$ cat src/rtl/countdown_sched_pkg.sv
// countdown_sched_pkg
//   Shared definitions for the countdown scheduler:
//   - sched_state_e : FSM state encoding (IDLE, LOAD, COUNT, DONE)
//   - NREQ_DEF      : default number of requesters
//   - W_DEF         : default width of the shared down counter
//   - idx_w()       : width of a requester index (at least 1 bit)
package countdown_sched_pkg;

  localparam int NREQ_DEF = 4;
  localparam int W_DEF    = 4;

  typedef enum logic [1:0] {
    ST_IDLE  = 2'd0,
    ST_LOAD  = 2'd1,
    ST_COUNT = 2'd2,
    ST_DONE  = 2'd3
  } sched_state_e;

  // A single requester still needs a 1-bit index so that vectors are never
  // zero width.
  function automatic int idx_w(input int n);
    return (n > 1) ? $clog2(n) : 1;
  endfunction

endpackage

$ cat src/rtl/countdown_sched_if.sv
// countdown_sched_if
//   Bundles the requester-side signals of the countdown scheduler.
//   Parameters: NREQ (requesters), W (count width).
//   Signals:
//     req     [NREQ]   level requests, one bit per requester
//     ldvalue [NREQ*W] start counts, requester i on [i*W +: W]
//     grant   [NREQ]   one-hot requester being served, zero when idle
//     busy             high whenever the scheduler is not idle
//     done    [NREQ]   one-cycle pulse on the requester that finished
//     dout    [W]      current value of the shared down counter
//     state            FSM state, exported for debug and checkers
//   Handshake: req is a level request, not a valid/ready pair. A request is
//   only looked at while the scheduler is idle; once granted, the service
//   runs to completion whatever req does, and done marks the end. A
//   requester that still holds req afterwards simply competes again.
//   Modports: master = requester side (drives req/ldvalue),
//             slave  = scheduler side (drives grant/busy/done/dout/state).
interface countdown_sched_if #(
  parameter int NREQ = countdown_sched_pkg::NREQ_DEF,
  parameter int W    = countdown_sched_pkg::W_DEF
);
  import countdown_sched_pkg::*;

  logic [NREQ-1:0]   req;
  logic [NREQ*W-1:0] ldvalue;
  logic [NREQ-1:0]   grant;
  logic              busy;
  logic [NREQ-1:0]   done;
  logic [W-1:0]      dout;
  sched_state_e      state;

  modport master (
    output req, ldvalue,
    input  grant, busy, done, dout, state
  );

  modport slave (
    input  req, ldvalue,
    output grant, busy, done, dout, state
  );

endinterface

$ cat src/rtl/sched_down_cnt.sv
// sched_down_cnt
//   Loadable down counter shared by all requesters.
//   Ports:
//     clk     clock
//     rst     asynchronous active-high reset, clears dout to 0
//     ld      load ldvalue (has priority over en)
//     en      decrement by one
//     ldvalue start value
//     dout    current count
module sched_down_cnt #(
  parameter int W = countdown_sched_pkg::W_DEF
) (
  input  logic         clk,
  input  logic         rst,
  input  logic         ld,
  input  logic         en,
  input  logic [W-1:0] ldvalue,
  output logic [W-1:0] dout
);
  import countdown_sched_pkg::*;

  // The zero guard keeps the count from wrapping to all-ones even if en is
  // left high at zero.
  always_ff @(posedge clk or posedge rst) begin
    if (rst) begin
      dout <= '0;
    end else if (ld) begin
      dout <= ldvalue;
    end else if (en && (dout != '0)) begin
      dout <= dout - W'(1);
    end
  end

endmodule

$ cat src/rtl/countdown_sched.sv
// countdown_sched
//   Round-robin scheduler granting one requester at a time a countdown
//   service on a shared down counter.
//   Ports:
//     clk  clock
//     rst  asynchronous active-high reset
//     bus  countdown_sched_if.slave: req/ldvalue in; grant/busy/done/dout/
//          state out
//   Parameters NREQ and W must match those of the connected interface.
//   Service timeline for a request sampled in IDLE at edge T with start
//   count N: LOAD after T, counter = N after T+1, counter = 0 after T+1+N,
//   DONE after T+2+N, back in IDLE after T+3+N.
module countdown_sched #(
  parameter int NREQ = countdown_sched_pkg::NREQ_DEF,
  parameter int W    = countdown_sched_pkg::W_DEF
) (
  input  logic              clk,
  input  logic              rst,
  countdown_sched_if.slave  bus
);
  import countdown_sched_pkg::*;

  localparam int IW = idx_w(NREQ);

  sched_state_e    state_q, state_d;
  logic [NREQ-1:0] grant_q, grant_d;
  logic [IW-1:0]   gidx_q, gidx_d;
  logic [IW-1:0]   ptr_q, ptr_d;
  logic            pick_valid;
  logic [IW-1:0]   pick_idx;
  logic            cnt_ld, cnt_en;
  logic [W-1:0]    cnt_ldvalue;
  logic [W-1:0]    cnt_val;

  // (base + off) mod NREQ, valid for off < NREQ; works for any NREQ,
  // not only powers of two.
  function automatic logic [IW-1:0] wrap_idx(input logic [IW-1:0] base,
                                             input int off);
    int s;
    s = int'(base) + off;
    if (s >= NREQ) s = s - NREQ;
    return s[IW-1:0];
  endfunction

  // Round-robin pick: first set req bit at or after ptr, wrapping.
  always_comb begin
    pick_valid = 1'b0;
    pick_idx   = '0;
    for (int i = 0; i < NREQ; i++) begin
      if (!pick_valid && bus.req[wrap_idx(ptr_q, i)]) begin
        pick_valid = 1'b1;
        pick_idx   = wrap_idx(ptr_q, i);
      end
    end
  end

  // FSM state register.
  always_ff @(posedge clk or posedge rst) begin
    if (rst) begin
      state_q <= ST_IDLE;
    end else begin
      state_q <= state_d;
    end
  end

  // FSM next state and datapath controls.
  always_comb begin
    state_d = state_q;
    grant_d = grant_q;
    gidx_d  = gidx_q;
    ptr_d   = ptr_q;
    cnt_ld  = 1'b0;
    cnt_en  = 1'b0;
    case (state_q)
      ST_IDLE: begin
        if (pick_valid) begin
          state_d = ST_LOAD;
          grant_d = NREQ'(1) << pick_idx;
          gidx_d  = pick_idx;
        end
      end
      ST_LOAD: begin
        cnt_ld  = 1'b1;
        state_d = ST_COUNT;
      end
      ST_COUNT: begin
        // A zero count still spends this one cycle here before DONE.
        if (cnt_val != '0) begin
          cnt_en = 1'b1;
        end else begin
          state_d = ST_DONE;
        end
      end
      ST_DONE: begin
        state_d = ST_IDLE;
        grant_d = '0;
        ptr_d   = wrap_idx(gidx_q, 1);
      end
      default: begin
        state_d = ST_IDLE;
        grant_d = '0;
      end
    endcase
  end

  // Grant, granted index and round-robin pointer.
  always_ff @(posedge clk or posedge rst) begin
    if (rst) begin
      grant_q <= '0;
      gidx_q  <= '0;
      ptr_q   <= '0;
    end else begin
      grant_q <= grant_d;
      gidx_q  <= gidx_d;
      ptr_q   <= ptr_d;
    end
  end

  assign cnt_ldvalue = bus.ldvalue[int'(gidx_q) * W +: W];

  sched_down_cnt #(.W(W)) u_cnt (
    .clk     (clk),
    .rst     (rst),
    .ld      (cnt_ld),
    .en      (cnt_en),
    .ldvalue (cnt_ldvalue),
    .dout    (cnt_val)
  );

  // done and busy decode straight from the state register, so reset clears
  // them without waiting for a clock edge.
  assign bus.grant = grant_q;
  assign bus.busy  = (state_q != ST_IDLE);
  assign bus.done  = (state_q == ST_DONE) ? grant_q : '0;
  assign bus.dout  = cnt_val;
  assign bus.state = state_q;

endmodule

$ cat src/flat_wrapper.sv
// flat-port wrapper written by rule: the top's interface ports become plain ports
module countdown_sched_flat import countdown_sched_pkg::*;
#(
  parameter int NREQ = countdown_sched_pkg::NREQ_DEF,
  parameter int W    = countdown_sched_pkg::W_DEF
)
  (clk, rst, bus_req, bus_ldvalue, bus_grant, bus_busy, bus_done, bus_dout, bus_state);
  countdown_sched_if #(.NREQ(NREQ), .W(W)) bus_i ();
  input  logic clk;
  input  logic rst;
  input wire logic [$bits(bus_i.req)-1:0] bus_req;
  input wire logic [$bits(bus_i.ldvalue)-1:0] bus_ldvalue;
  output wire logic [$bits(bus_i.grant)-1:0] bus_grant;
  output wire logic [$bits(bus_i.busy)-1:0] bus_busy;
  output wire logic [$bits(bus_i.done)-1:0] bus_done;
  output wire logic [$bits(bus_i.dout)-1:0] bus_dout;
  output wire logic [$bits(bus_i.state)-1:0] bus_state;
  assign bus_i.req = bus_req;
  assign bus_i.ldvalue = bus_ldvalue;
  assign bus_grant = bus_i.grant;
  assign bus_busy = bus_i.busy;
  assign bus_done = bus_i.done;
  assign bus_dout = bus_i.dout;
  assign bus_state = bus_i.state;
  countdown_sched #(.NREQ(NREQ), .W(W)) u_core (.clk(clk), .rst(rst), .bus(bus_i));
endmodule
$ cat config.mk
export PLATFORM = sky130hd
export DESIGN_NAME = countdown_sched_flat
export DESIGN_NICKNAME = d
export VERILOG_FILES = /design/src/rtl/countdown_sched_pkg.sv /design/src/rtl/countdown_sched_if.sv /design/src/rtl/sched_down_cnt.sv /design/src/rtl/countdown_sched.sv /design/src/flat_wrapper.sv
export SDC_FILE = /design/constraint.sdc
export NUM_CORES = 1
export LEC_CHECK = 0
export BUFFER_PORTS_ARGS = -buffer_cell sky130_fd_sc_hd__buf_2
export CAP_MARGIN = 15
export CORE_UTILIZATION = 50
export CTS_BUF_LIST = sky130_fd_sc_hd__clkbuf_4 sky130_fd_sc_hd__clkbuf_8
export CTS_CLUSTER_DIAMETER = 80
export DETAILED_ROUTE_END_ITERATION = 6
export GPL_TIMING_DRIVEN = 0
export PLACE_DENSITY = 0.81
export SYNTH_ARGS = -nofsm -noshare
export SYNTH_HDL_FRONTEND = slang
export SYNTH_HIERARCHICAL = 1
export SYNTH_SLANG_ARGS = --single-unit
$ cat constraint.sdc
create_clock -name clk -period 2.1 [get_ports clk]
set_clock_uncertainty 0.15 [all_clocks]
set_input_delay 0.42 -clock clk [delete_from_list [all_inputs] [get_ports clk]]
set_output_delay 0.42 -clock clk [all_outputs]
set_load 0.1 [all_outputs]
# Word level (Yosys, flattened, before mapping)
# Index checks and enable logic that the tools add are counted.
[totals]
ff_bits = 14
[op_classes]
n_addsub = 10
magnitude_cmp = 9
eq_ne = 5
n_shift = 2
n_mux = 32
reduce_logical = 15
[op_table]
columns = ["op", "count"]
rows = [
  ["$mux 2", 11],
  ["$mux 4", 4],
  ["$shiftx 16x5->4", 1],
  ["$ge 3x3->1 const B", 4],
  ["$lt 2x3->1 const B", 4],
  ["$mux 1", 11],
  ["$sub 2x1->2 const B", 5],
  ["$bmux 1 s2", 4],
  ["$pmux 2 s4", 1],
  ["$pmux 4 s2", 1],
  ["$add 2x1->3 const B", 2],
  ["$add 2x2->3 const B", 2],
  ["$reduce_and 2->1", 3],
  ["$reduce_bool 2->1", 3],
  ["$eq 2x2->1 const B", 2],
  ["$logic_and 1x1->1", 4],
  ["$reduce_bool 4->1", 1],
  ["$shl 1x2->4 const A", 1],
  ["$sub 4x1->4 const B", 1],
  ["$ge 2x3->1 const B", 1],
  ["$logic_not 1->1", 3],
  ["$eq 2x1->1 const B", 1],
  ["$logic_not 2->1", 1],
  ["$ne 2x1->1 const B", 1],
  ["$ne 2x2->1 const B", 1],
]

# Logic depth before layout (Yosys ltp)
[depth]
ltp_word = 17
ltp_mapped = 6
mapped_depth_nobuf = 6

# Cells and area by module
# Netlist, hierarchy kept.
[by_module_without_submodules]
columns = ["module", "instances", "cells_per_inst", "area_each_um2", "seq_area_each_um2"]
rows = [
  ["countdown_sched", 1, 67, 711.9, 250.2],
  ["sched_down_cnt", 1, 28, 249.0, 100.1],
]

# Worst setup path before layout
# OpenSTA, ideal clock, no wires.
[synth_path]
kind = "reg2out"
from = "register u_core.state_q[1], in the netlist u_core/bus.state[1]"
to = "output port bus_done[1]"
arrival_ns = 2.245
required_time_ns = 1.530
setup_slack_ns = -0.715
stages_incl_launch_ff = 4
path_cell_list = "dfrtp_1 ha_1 clkbuf_1 and2_1"
[synth_between]
elab_chain_cells = 2
[synth_rtl]
columns = ["item", "line_no", "text"]
rows = [
  ["start: declaration", "countdown_sched.sv:25", "sched_state_e state_q, state_d;"],
  ["start signal: assignment", "countdown_sched.sv:62", "state_q <= state_d;"],
  ["$eq 2x2->1", "countdown_sched.sv:134", "assign bus.done = (state_q == ST_DONE) ? grant_q : '0;"],
  ["$mux 4", "countdown_sched.sv:134", ""],
  ["end: declaration", "flat_wrapper.sv:15", "output wire logic [$bits(bus_i.done)-1:0] bus_done;"],
]
# No other way between the ends.

# Final worst setup path
[layout_path]
from = "register u_core.state_q[0], in the netlist u_core/bus.state[0]"
to = "output port bus_done[2]"
# The elaborated chain is that of the path after synthesis.

==> impl_metrics.yaml <==
cts:
  clock-sinks: 14
  root_buffer: "clkbuf_4"
  cts-buffers-inserted: 3
  tritoncts: "done"
  insertion_delay_ns: 0.28
  cts.reportedPaths.clkPinSlew_ns: 0.09
  h-tree-depth: 1
  clock_path_buffers: 2
  cts_setup_buffers: 0
placed_design:
  dpl_cell_area_sq_mm: 0.00119
  io_buffers: 36
  gp_congestion: 0.874
  hpwl_um: 1670
route:
  wl_met1_um: 848
  route.met2.wl_um: 1130
  antenna_left: 0
  wl_met3_um: 99
  routed_wl_um: 2140
  first_pass_iters: 4
  drtIter0Drc: 13
  vias_per_cell: 5.55
  route.detailed.drc: 0
  num_vias: 888
  top_layer: "met4"
  post_drt_wl_per_cell_um: 13.3
timing:
  fmax_mhz: 500
  post-route-period-util: 0.953
  slew_violations: 0
  tightestPinTransition_ns: 0.485
  layout_min_cycle_time_ns: 2.00
  finalSetupViolCount: 0
  rsz0062_at_grt: "no"
  final_hold_viol_count: 0
  slew_headroom: 0.679
floorplan:
  die_area_sq_mm: 0.00210
  die_w_um: 45.8
  pin_count: 37
  rows: 15
  initial_utilization: 0.545
  core_sq_mm: 0.00176
  die_y_um: 45.8
hold_path:
  holdCritStartpoint: "u_core/bus.grant[2]"
  hold_path_class: "reg2reg"
  min_path_cells: 2
  min_to: "u_core/bus.grant[2]"
yosys:
  syn_area_sq_um: 961
  synth_flop_cell: "dfrtp_1"
  ys_seq_area_frac: 0.365
  synth_top_area_share: 0.365
  synth_cell_types: 38
  synth-async-reset-ratio: 1.00
  synth_area_leaders: "dfrtp_1 (36%), mux4_2 (9.4%), ha_1 (6.5%), inv_1 (3.9%), a21oi_1 (2.6%)"
  synth_seq_cells: 14
  yosysTopAreaCell: "dfrtp_1"
  synth_warnings: 6
  synth_nets: 122
  syn_inst: 95
  synth_edf_count: 0
  synth.avg_cell_area_sq_um: 10.1
critical_path:
  ff2ff_path_depth: 6
  crit_path_start_kind: "flip-flop"
  cp_max_fo: 10
  criticalPathCategory: "reg2out"
  worstReg2RegEnd: "u_core/u_cnt/dout[3]"
  worst-r2r-setup-slack_ns: 0.21
  critical_path_required_ns: 1.53
  r2r_start: "u_core/bus.state[0]"
  worstPathArrival_ns: 1.43
  worstSetupEndpointType: "primary output"
final_layout:
  drive_gt1_frac: 0.489
  area_growth_pct: 29.8
  postLayoutCellArea_sq_mm: 0.00125
  n_antenna_cell: 0
  nets: 163
global_route:
  grt_pass1_wl_um: 3320
  overflow: 0
  grt_util_all_layers: 0.226
  grt_max_degree: 11
  antenna_found_initial: 0
  grt_pass1_vias: 808
run_status:
  status: "finished clean"
job:
  drv_cap: 0
==> worst max path at each step <==
stage	slack (ns)	cells past startpoint	startpoint	to
floorplan	-0.13	3	u_core/bus.state[1]	bus_done[1]
global placement	0.08	4	u_core/bus.state[0]	bus_done[1]
detailed placement	0.06	4	u_core/bus.state[0]	bus_done[3]
CTS	0.05	4	u_core/bus.state[0]	bus_busy
global route	0.02	3	u_core/bus.state[0]	bus_done[2]
finish	0.1	3	u_core/bus.state[0]	bus_done[2]
==> layout make-up <==
cell class / instances / area [sq um]
fillers: 147 / 517
flip-flops and latches: 14 / 357
inverters: 10 / 41.3
clock buffers: 4 / 36.3
multi-input cells: 69 / 574
plain buffers: 1 / 5.00
repair buffers: 37 / 203
well taps: 25 / 31.3
==> state kept, by name (all words and copies together) (netlist names) <==
register and cells:
u_core/gidx_q 2, u_core/bus.grant 4, u_core/bus.state 2, u_core/ptr_q 2, u_core/u_cnt/dout 4
==> kinds of logic (layout without fill, tap and decap cells) <==
logic type	after synthesis	count (layout)	share of synthesized area
adders and majority gates	5	5	0.0651
muxes	5	5	0.109
DFF	14	14	0.365
and+or+nand+nor	32	32	0.202
xor gates and xnor gates	1	1	0.00912
AOI/OAI and AO/OA	26	26	0.202
buffers and inverters	12	52	0.0482
==> placed cells by master (no fill, tap or decap), types with 4 or more instances in the layout <==
master	instances
nand2_1	5
dfrtp_1	9
nor2_1	6
and2_2	5
nand2b_1	4
a21oi_1	5
dfrtp_2	5
buf_2	32
mux4_2	4
buf_4	5
inv_1	9
o21ai_0	5
==> critical path, cell delays in order (launching register included) <==
cell and delay, ns:
dfrtp_2 0.41, ha_2 0.28, and2_2 0.17, buf_4 0.28
==> metal layers <==
layer,GRT usage,vias up
met5,0,-
met4,0.135,0
met3,0.0238,7
met2,0.392,35
met1,0.264,421
li1,-,425
==> timing repair <==
action / in CTS / in global routing
endpoints found under the setup margin: 5 / 1
endpoints found under the hold margin: 14 / 0
cloned: 0 / 0
hold buffers: 1 / 0
resized for setup: 6 / 1
==> Yosys cell counts (2+ instances only) <==
master	number
dfrtp_1	14
a221o_1	2
a21oi_1	5
a31o_2	2
nand2_1	5
nor2_1	6
mux4_2	4
ha_1	5
nor2b_1	2
nor3b_1	2
nand2b_1	4
o21a_1	2
o21ai_0	5
and2_1	4
inv_1	10
==> metrics by stage <==
step / setup WS, ns / util / hold WS, ns / setup TNS (ns) / instances
2_1_floorplan: -0.129 / - / 0.0359 / -0.511 / 95
3_3_place_gp: 0.0812 / 0.673 / 0.162 / 0 / 156
3_5_place_dp: 0.0631 / 0.673 / 0.168 / 0 / 156
4_1_cts: 0.0506 / 0.706 / 0.390 / 0 / 160
5_1_grt: 0.0164 / 0.707 / 0.428 / 0 / 160
6_report: 0.0981 / 0.707 / 0.384 / 0 / 160
Power is left out: the tool's default activity adds up to more than one toggle a clock period on the data nets, which glitch-free logic cannot reach.
